===== config.mk =====
export PLATFORM = sky130hd
export DESIGN_NAME = stream_demux1ton
export DESIGN_NICKNAME = d
export VERILOG_FILES = /design/src/rtl/stream_demux1ton.sv
export SDC_FILE = /design/constraint.sdc
export NUM_CORES = 1
export LEC_CHECK = 0
export CAP_MARGIN = 20
export CORE_MARGIN = 4
export CORE_UTILIZATION = 61
export CTS_CLUSTER_DIAMETER = 120
export CTS_CLUSTER_SIZE = 8
export DETAILED_ROUTE_END_ITERATION = 7
export DONT_BUFFER_PORTS = 1
export PLACE_DENSITY = 0.8
export SYNTH_ARGS = -nofsm -noshare
export SYNTH_HDL_FRONTEND = slang
export SYNTH_SLANG_ARGS = --single-unit

===== constraint.sdc =====
create_clock -name clk -period 2.61 [get_ports clk]
set_input_delay 0.522 -clock clk [delete_from_list [all_inputs] [get_ports clk]]
set_output_delay 0.522 -clock clk [all_outputs]
set_load 0.005 [all_outputs]

===== src/rtl/stream_demux1ton.sv =====
// stream_demux1ton: packet-aware 1-to-N stream demultiplexer.
// One registered output slot with a shared data/last bus and one-hot m_valid.
// The select is captured on a packet's first beat and held until s_last.
// Packets whose select is out of range are consumed and dropped.
// Optional feature macro: DEMUX_DROP_CNT_EN adds a saturating 16-bit drop counter port.
module stream_demux1ton #(
  parameter int unsigned DATA_W  = 8,
  parameter int unsigned NUM_OUT = 2,
  parameter int unsigned SEL_W   = 1
) (
  input  logic               clk,
  input  logic               rst_n,
  input  logic [DATA_W-1:0]  s_data,
  input  logic [SEL_W-1:0]   s_sel,
  input  logic               s_last,
  input  logic               s_valid,
  output logic               s_ready,
  output logic [DATA_W-1:0]  m_data,
  output logic               m_last,
  output logic [NUM_OUT-1:0] m_valid,
  input  logic [NUM_OUT-1:0] m_ready,
  output logic               busy,
  output logic               drop_pulse
`ifdef DEMUX_DROP_CNT_EN
  ,
  output logic [15:0]        drop_cnt
`endif
);

  localparam logic [SEL_W:0] NUM_OUT_L = (SEL_W+1)'(NUM_OUT);

  typedef enum logic [1:0] {
    IDLE  = 2'd0,
    ROUTE = 2'd1,
    DROP  = 2'd2
  } state_t;

  state_t             state;
  state_t             state_next;
  logic [SEL_W-1:0]   held_sel;
  logic [SEL_W-1:0]   route_sel;
  logic [NUM_OUT-1:0] sel_onehot;
  logic               slot_free;
  logic               slot_hs;
  logic               sel_ok;
  logic               accept;
  logic               load;
  logic               drop;

  // State register
  always_ff @(posedge clk or negedge rst_n) begin
    if (!rst_n) begin
      state <= IDLE;
    end else begin
      state <= state_next;
    end
  end

  // Next-state logic: packet boundaries are tracked only on accepted beats
  always_comb begin
    state_next = state;
    case (state)
      IDLE: begin
        if (accept && !s_last) begin
          state_next = sel_ok ? ROUTE : DROP;
        end
      end
      ROUTE, DROP: begin
        if (accept && s_last) begin
          state_next = IDLE;
        end
      end
      default: state_next = IDLE;
    endcase
  end

  // Handshake and slot control; only the first beat's select is honoured
  always_comb begin
    slot_hs   = |(m_valid & m_ready);
    slot_free = !(|m_valid) || slot_hs;
    sel_ok    = {1'b0, s_sel} < NUM_OUT_L;
    s_ready   = (state == DROP) ? 1'b1 : slot_free;
    accept    = s_valid && s_ready;
    route_sel = (state == IDLE) ? s_sel : held_sel;
    load      = accept && ((state == ROUTE) || ((state == IDLE) && sel_ok));
    drop      = accept && (state == IDLE) && !sel_ok;
    for (int i = 0; i < int'(NUM_OUT); i++) begin
      sel_onehot[i] = (route_sel == SEL_W'(i));
    end
  end

  // Output slot, held select and status registers
  always_ff @(posedge clk or negedge rst_n) begin
    if (!rst_n) begin
      m_valid    <= '0;
      m_data     <= '0;
      m_last     <= 1'b0;
      held_sel   <= '0;
      busy       <= 1'b0;
      drop_pulse <= 1'b0;
    end else begin
      busy       <= (state_next != IDLE);
      drop_pulse <= drop;
      if (accept && (state == IDLE)) begin
        held_sel <= s_sel;
      end
      if (load) begin
        m_valid <= sel_onehot;
        m_data  <= s_data;
        m_last  <= s_last;
      end else if (slot_hs) begin
        m_valid <= '0;
      end
    end
  end

`ifdef DEMUX_DROP_CNT_EN
  // Saturating count of dropped packets
  always_ff @(posedge clk or negedge rst_n) begin
    if (!rst_n) begin
      drop_cnt <= 16'd0;
    end else if (drop_pulse && (drop_cnt != 16'hFFFF)) begin
      drop_cnt <= drop_cnt + 16'd1;
    end
  end
`endif

endmodule


# [Word level (Yosys, flattened, before mapping)]
# Index checks and enable logic that the tools add are counted.
[op_classes] n_eq_ne=2 mux=7 n_bitwise=2 n_reduce_logical=15
[ops] operator="two-way mux 2 bit" n=4
[ops] operator="OR reduction 2 bit" n=3
[ops] operator="logical AND 1 bit" n=5
[ops] operator="case mux 2 bit (2 select lines)" n=1
[ops] operator="nonzero test 2 bit" n=2
[ops] operator="bitwise AND 2 bit" n=1
[ops] operator="equality test 2 x 1 -> 1 bit (second input constant)" n=1
[ops] operator="equality test 2 bit (second input constant)" n=1
[ops] operator="logical NOT 1 bit" n=2
[ops] operator="logical NOT 2 bit" n=1
[ops] operator="logical OR 1 bit" n=2
[ops] operator="two-way mux 1 bit" n=2
[ops] operator="NOT 1 bit" n=1
[totals] reg_bits=15 in_bits=15 out_inout_bits=14 word_cells=32

# [Logic depth before layout (Yosys ltp)]
# Gate-level depths: netlist of run 1.
[depth] ltp_word=9 depth_mapped=6

# [Worst setup path before layout of run 1]
# Ideal clock, no wire load.
[synth_path] kind="input to register" from="input port m_ready[1]" to="register m_data[0]" setup_ps=125 t_arrival_ps=1616 path_slack_ps=869 stages=5 n_path_buf=1 cell_sequence="a22o_1 o31a_1 o21ai_2 buf_12 mux2_4"
[synth_via] elab_chain_cells=6
[synth_rtl] element="start: declaration" line_no="21" source="input logic [NUM_OUT-1:0] m_ready,"
[synth_rtl] element="bitwise AND 2 bit" line_no="79" source="slot_hs = |(m_valid & m_ready);"
[synth_rtl] element="OR reduction 2 bit" line_no="79"
[synth_rtl] element="logical OR 1 bit" line_no="80" source="slot_free = !(|m_valid) || slot_hs;"
[synth_rtl] element="two-way mux 1 bit" line_no="82" source="s_ready = (state == DROP) ? 1'b1 : slot_free;"
[synth_rtl] element="logical AND 1 bit" line_no="83" source="accept = s_valid && s_ready;"
[synth_rtl] element="logical AND 1 bit" line_no="85" source="load = accept && ((state == ROUTE) || ((state == IDLE) && sel_ok));"
[synth_rtl] element="end signal: assignment" line_no="109" source="m_data <= s_data;"
[synth_rtl] element="end: declaration" line_no="18" source="output logic [DATA_W-1:0] m_data,"
# Every way passes these cells.
# A chain may end at the register's enable or synchronous reset.

# [Final worst setup path of run 1]
[layout_path] from="register state[0]" to="register m_valid[1]"
[layout_via] elab_chain_cells=5 elab_cells_between_ends=10
[layout_rtl] element="start: declaration" line_no="38" source="state_t state;"
[layout_rtl] element="start signal: assignment" line_no="55" source="state <= state_next;"
[layout_rtl] element="equality test 2 bit" line_no="82"
[layout_rtl] element="two-way mux 1 bit" line_no="82"
[layout_rtl] element="logical AND 1 bit" line_no="83"
[layout_rtl] element="logical AND 1 bit" line_no="85"
[layout_rtl] element="two-way mux 2 bit or nonzero test 2 bit (tied branches)"
[layout_rtl] element="end signal: assignment" line_no="108" source="m_valid <= sel_onehot;"
[layout_rtl] element="end: declaration" line_no="20" source="output logic [NUM_OUT-1:0] m_valid,"
# Several ways; a longest one is shown, not always the timed one.

==> flow_summary.json, run 1 <==
{
  "die_w_um": 44.4,
  "syn-num-nets": 80,
  "drive_gt1_share_pct": 28.1,
  "status": "complete, no violations",
  "grtUsageTotal_pct": 16.9,
  "p_sw_mw": 0.352,
  "post_drt_wl_per_cell_um": 17.5,
  "drcViolationCount": 0,
  "slew_headroom_pct": 47.2,
  "placed_cell_area_um2": 797,
  "swShare_pct": 35.2,
  "coreArea_mm2": 0.00117,
  "r2r_end": "m_valid[1]$_DFFE_PN0P_",
  "grt-busiest-layer": "met2",
  "diodes": 0,
  "num_rows": 12,
  "path_clk_slew_ns": 0.09,
  "drv_slew": 0,
  "synth_area_um2": 807,
  "tritoncts": "done",
  "layout_setup_ws_ns": 0.613,
  "cts-root-buf": "clkbuf_4",
  "cp-end-kind": "flip-flop",
  "wl_mm": 1.37,
  "cts_resized": 0,
  "critical_path.max_fanout": 11,
  "synth_area_leaders": "dfrtp_1 47%, mux2_4 17%, ha_1 6.2%",
  "combPwrFrac_pct": 42.8,
  "via_per_inst": 6.01,
  "cts_made_buffers": 3,
  "hold_violations": 0,
  "min-delay-start": "s_data[6]",
  "r2r_start": "state[0]$_DFF_PN0_",
  "ant_nets": 0,
  "ys_types": 24,
  "grt_antenna_before_repair": 0,
  "leakage_nw": 0.397,
  "synth-seq-area-share_pct": 46.5,
  "min_path_type": "input port to flip-flop",
  "groute.layer.met3.usage_pct": 10.6,
  "final_cell_mix": "15 x dfrtp_1, 9 x mux2_4, 5 x inv_1",
  "portBuffers": 0,
  "rrSetupSlack_ns": 0.61,
  "use_met2_pct": 26.5,
  "ys_ff_latch": 15,
  "clock_skew_ns": 0.0166,
  "drtIter0Drc": 8,
  "nFillCells": 84,
  "slowest_stage": "o21ai_2",
  "fin_util_pct": 71.3,
  "grtUsageMet1_pct": 18.8,
  "syn_inst": 61,
  "grt_overflow": 0,
  "clock.fmax_mhz": 501,
  "die_y_um": 44.4,
  "setup_viol": 0,
  "worst_pin_slew_ns": 0.792,
  "finalInstanceArea_um2": 835,
  "maxCapViolations": 0,
  "whs_path_depth": 1,
  "start_kind": "flip-flop",
  "grt_setup_unrepaired": "false",
  "worstSkewPairLatency_ns": 0.29,
  "crit_arrival_ns": 2.16,
  "fin_crit_ns": 2.00,
  "critPathMaxStageDelay_ns": 0.67,
  "yosysWarnings": 0,
  "dpl_worst_slack_ns": 0.620,
  "grt_max_degree": 16,
  "grt_pass1_wl_mm": 2.28,
  "start_util_pct": 68.9,
  "crit_required_ns": 2.77,
  "dpl.cell_count": 73,
  "fin_total_pwr_mw": 1.00,
  "layout_commonest_cell": "dfrtp_1",
  "num_vias": 469,
  "hold-path-endpoint": "m_data[6]$_DFFE_PN0P_",
  "finalCritPeriodShare_pct": 76.5,
  "area_growth_pct": 3.41,
  "synth.avg_cell_area_um2": 13.2,
  "path_cells": "inv_1 > ha_1 > o21ai_2 > mux2_2",
  "critical_path_class": "flip-flop to flip-flop",
  "dp_hpwl_mm": 1.10,
  "hold_slack_ns": 0.373,
  "gp_congestion": 0.761,
  "numClockSinks": 15,
  "ctsLongestPathBuffers": 2,
  "final_cell_count_no_fill": 78,
  "yosysTopAreaCell": "dfrtp_1",
  "seqPwrFrac_pct": 44.4,
  "worst-r2r-cell-count": 4,
  "power_density_mw_per_mm2": 1200,
  "final_net_count": 84,
  "first_global_vias": 493,
  "die_area_mm2": 0.00197,
  "first_pass_iters": 4,
  "setup-tns-final_ns": 0,
  "worst_ir_drop_vdd_mv": 0.745,
  "clockPowerShare_pct": 12.8,
  "htree_num_levels": 1,
  "synth_top_area_share_pct": 46.5,
  "io_pins": 29,
  "p_int_mw": 0.650
}
logic make-up (layout without fill, tap and decap cells):
| family | Yosys count | count (layout) | share of synthesized area, % |
|---|---|---|---|
| DFF | 15 | 15 | 46.5 |
| buffers and inverters | 7 | 10 | 5.74 |
| muxes | 14 | 14 | 23.4 |
| AOI/OAI and AO/OA | 12 | 12 | 12.6 |
| and+or+nand+nor | 8 | 8 | 5.12 |
| other | 1 | 1 | 0.465 |
| adders and majority gates | 4 | 4 | 6.20 |
power groups by stage:
stage	combinational (mW)	sequential, mW	clock, mW
finish	0.429	0.445	0.128
global route	0.475	0.466	0.147
CTS	0.433	0.449	0.135
detailed placement	0.427	0.452	0
global placement	0.412	0.448	0
floorplan	0.408	0.423	0
Yosys cell counts:
| library cell | number |
|---|---|
| a211oi_1 | 2 |
| nand2b_1 | 2 |
| ha_1 | 4 |
| o211ai_1 | 1 |
| o311ai_0 | 1 |
| dfrtp_1 | 15 |
| buf_12 | 1 |
| mux2i_1 | 2 |
| mux2_4 | 9 |
| or3_1 | 1 |
| o21ai_2 | 1 |
| mux2_2 | 3 |
| a22o_1 | 1 |
| nand2_1 | 3 |
| a21oi_1 | 2 |
| conb_1 | 1 |
| inv_1 | 5 |
| o311ai_2 | 1 |
| a21o_1 | 1 |
| nand3b_1 | 1 |
| o31a_1 | 1 |
| buf_4 | 1 |
| a311o_1 | 1 |
| nor2_1 | 1 |
worst max-delay path, delay by kind of cell (launching register included):
kind                     cells  cell delay, ns
flip-flops                   1            0.44
adder cells (fa/ha/maj)      1            0.29
AO/OA/AOI/OAI                1            0.67
buffers and inverters        1            0.09
multiplexers                 1            0.41
state kept, by name, summed over array words and instances, names as in the netlist:
signal and count:
m_data 8, m_last 1, held_sel 1, busy 1
state 2, m_valid 2
what timing repair did:
item,in CTS,in global routing
setup buffers,0,0
endpoints found under the hold margin,15,0
hold buffers,1,0
cell type report:
type	count	area, µm²	share of cell area (%)
Clock buffer	3	22.5	2.70
Clock inverter	1	5.00	0.600
Inverter	5	18.8	2.25
Multi-Input combinational cell	39	385	46.2
Sequential cell	15	375	45.0
Tap cell	14	17.5	2.10
Timing Repair Buffer	1	10.0	1.20
per-layer routing:
metal  vias to the layer above  share of wire, %
met4                         0              0.59
met2                        18                51
met1                       224                39
li1                        225                 -
met5                         -                 0
met3                         2                10
how the worst max path moves through the flow:
stage	from	endpoint	slack (ns)	cells past startpoint
3_5_place_dp	state[0]$_DFF_PN0_	m_valid[1]$_DFFE_PN0P_	0.62	4
2_1_floorplan	m_ready[1]	m_data[0]$_DFFE_PN0P_	0.87	5
4_1_cts	state[0]$_DFF_PN0_	m_valid[1]$_DFFE_PN0P_	0.62	4
3_3_place_gp	m_ready[1]	m_valid[1]$_DFFE_PN0P_	0.68	4
5_1_grt	state[0]$_DFF_PN0_	m_valid[1]$_DFFE_PN0P_	0.48	4
6_report	state[0]$_DFF_PN0_	m_valid[1]$_DFFE_PN0P_	0.61	4
(Power assumes the default switching activity.)
==> run 2: changes to the inputs <==
- CORE_UTILIZATION: 61 -> 53
- PLACE_DENSITY: 0.8 -> 0.74
- clock period: 2.61 -> 1.8 ns (I/O delays scaled with it)
==> flow_summary.json, run 2 (synthesized netlist as in run 1, its figures left out) <==
{
  "r2r_end": "busy$_DFF_PN0_",
  "cp-end-kind": "output pin",
  "htree_num_levels": 1,
  "hold_violations": 0,
  "nFillCells": 93,
  "largest_reg_flops": 8,
  "worst_ir_drop_vdd_mv": 1.00,
  "critical_path_class": "flip-flop to output pin",
  "cts_made_buffers": 3,
  "power_density_mw_per_mm2": 1750,
  "via_per_inst": 5.72,
  "rrSetupSlack_ns": 0.03,
  "dpl.cell_count": 81,
  "dpl_worst_slack_ns": 0.0591,
  "clock.fmax_mhz": 557,
  "regArea_um2": 375,
  "r2r_start": "m_valid[1]$_DFFE_PN0P_",
  "placed_cell_area_um2": 863,
  "io_pins": 29,
  "path_clk_slew_ns": 0.09,
  "leakage_nw": 0.461,
  "first_global_vias": 570,
  "gp_congestion": 0.721,
  "worst-r2r-cell-count": 5,
  "met1_length_um": 610,
  "drive_gt1_share_pct": 44.0,
  "die_y_um": 47.0,
  "grt_pass1_wl_mm": 2.33,
  "crit_required_ns": 1.44,
  "tritoncts": "done",
  "critPathMaxStageDelay_ns": 0.41,
  "status": "complete, no violations",
  "coreArea_mm2": 0.00137,
  "numClockSinks": 15,
  "start_util_pct": 59.1,
  "fin_total_pwr_mw": 1.69,
  "grt_max_degree": 16,
  "num_rows": 13,
  "crit_arrival_ns": 1.43,
  "drtIter0Drc": 3,
  "slowest_stage": "dfrtp_1",
  "cp-startpoint": "m_valid[1]$_DFFE_PN0P_",
  "maxCapViolations": 0,
  "dp_hpwl_mm": 1.15,
  "ant_nets": 0,
  "start_kind": "flip-flop",
  "layout_setup_ws_ns": 0.00534,
  "hold_slack_ns": 0.220,
  "multi_input_area_um2": 413,
  "layout_commonest_cell": "dfrtp_1",
  "final_net_count": 95,
  "final_cell_mix": "15 x dfrtp_1, 9 x mux2_4, 9 x buf_4",
  "min_path_type": "input port to flip-flop",
  "num_vias": 515,
  "endpoint": "s_ready",
  "wl_met2_um": 826,
  "setup_viol": 0,
  "final_cell_count_no_fill": 90,
  "drcViolationCount": 0,
  "fin_crit_ns": 1.79,
  "worst_pin_slew_ns": 0.635,
  "critical_path.max_fanout": 3,
  "largestRegisters": "m_data: 8 flops, m_valid: 2 flops, state: 2 flops",
  "first_pass_iters": 4,
  "grt_antenna_before_repair": 0,
  "cts-root-buf": "clkbuf_4",
  "slew_headroom_pct": 57.5,
  "worstSkewPairLatency_ns": 0.28,
  "die_w_um": 47.0,
  "largest_register": "m_data",
  "finalCritPeriodShare_pct": 99.7,
  "area_growth_pct": 19.2,
  "clock_skew_ns": 0.00783,
  "grt_setup_unrepaired": "true",
  "drv_slew": 0,
  "finalInstanceArea_um2": 962,
  "diodes": 0,
  "ctsLongestPathBuffers": 2,
  "portBuffers": 0,
  "wl_mm": 1.57,
  "grt_overflow": 0,
  "top_layer": "met4",
  "path_cells": "a22o_1 > buf_6 > or3_4",
  "die_area_mm2": 0.00221,
  "post_drt_wl_per_cell_um": 17.4,
  "route.met3.wl_um": 126,
  "grtUsageTotal_pct": 15.7
}
[run 2: worst max-delay path: cells and delay by family, from the launching register on]
family	cells	cell delay, ns
AOI/OAI and AO/OA	1	0.27
and+or+nand+nor	1	0.36
buffers and inverters	1	0.13
DFF	1	0.41
[run 2: per-layer routing]
| metal | vias to the layer above | track usage [%] |
|---|---|---|
| met4 | 0 | 4.97 |
| met3 | 2 | 8.05 |
| li1 | 244 | - |
| met5 | - | 0 |
| met2 | 21 | 26.0 |
| met1 | 248 | 17.5 |
[run 2: stage by stage]
| stage | TNS [ns] | utilization [%] |
|---|---|---|
| after floorplan | 0 | - |
| final | 0 | 70.4 |
| after CTS | 0 | 67.4 |
| after detailed placement | 0 | 63.2 |
| after global placement | 0 | 63.2 |
| after global routing | -0.118 | 70.4 |
[run 2: power breakdown]
part	internal (mW)	switching, mW	total, mW	leakage [nW]
Combinational	0.519	0.362	0.881	0.262
Sequential	0.500	0.122	0.623	0.182
Clock	0.0824	0.101	0.184	0.0177
[run 2: worst min path at each step]
stage                    from               endpoint  depth (start not counted)
finish              s_data[0]  m_data[0]$_DFFE_PN0P_                          1
global route        s_data[0]  m_data[0]$_DFFE_PN0P_                          1
CTS                 s_data[5]  m_data[5]$_DFFE_PN0P_                          1
detailed placement      rst_n         busy$_DFF_PN0_                          0
floorplan               rst_n         busy$_DFF_PN0_                          0
global placement        rst_n         busy$_DFF_PN0_                          0
[run 2: layout make-up]
type                       instances  share of cell area (%)
clock buffer                       3                    2.34
clock inverter                     1                   0.520
inverter                           5                    1.95
multi-input combinational         39                    42.9
sequential                        15                    39.0
tap                               15                    1.95
timing repair buffer              12                    11.3
[run 2: repair_timing]
item,CTS,global route
hold buffers,1,0
hold endpoints to repair,15,0
endpoints found under the setup margin,1,11
resized for setup,1,7
pin swaps,0,1
setup buffers,2,2
==> run 3: changes to the inputs <==
- CTS_CLUSTER_DIAMETER: 120 -> default
- HOLD_SLACK_MARGIN: default -> 0.06
==> results of run 3 <==
Final layout, timing and power as in run 2 (identical DEF).
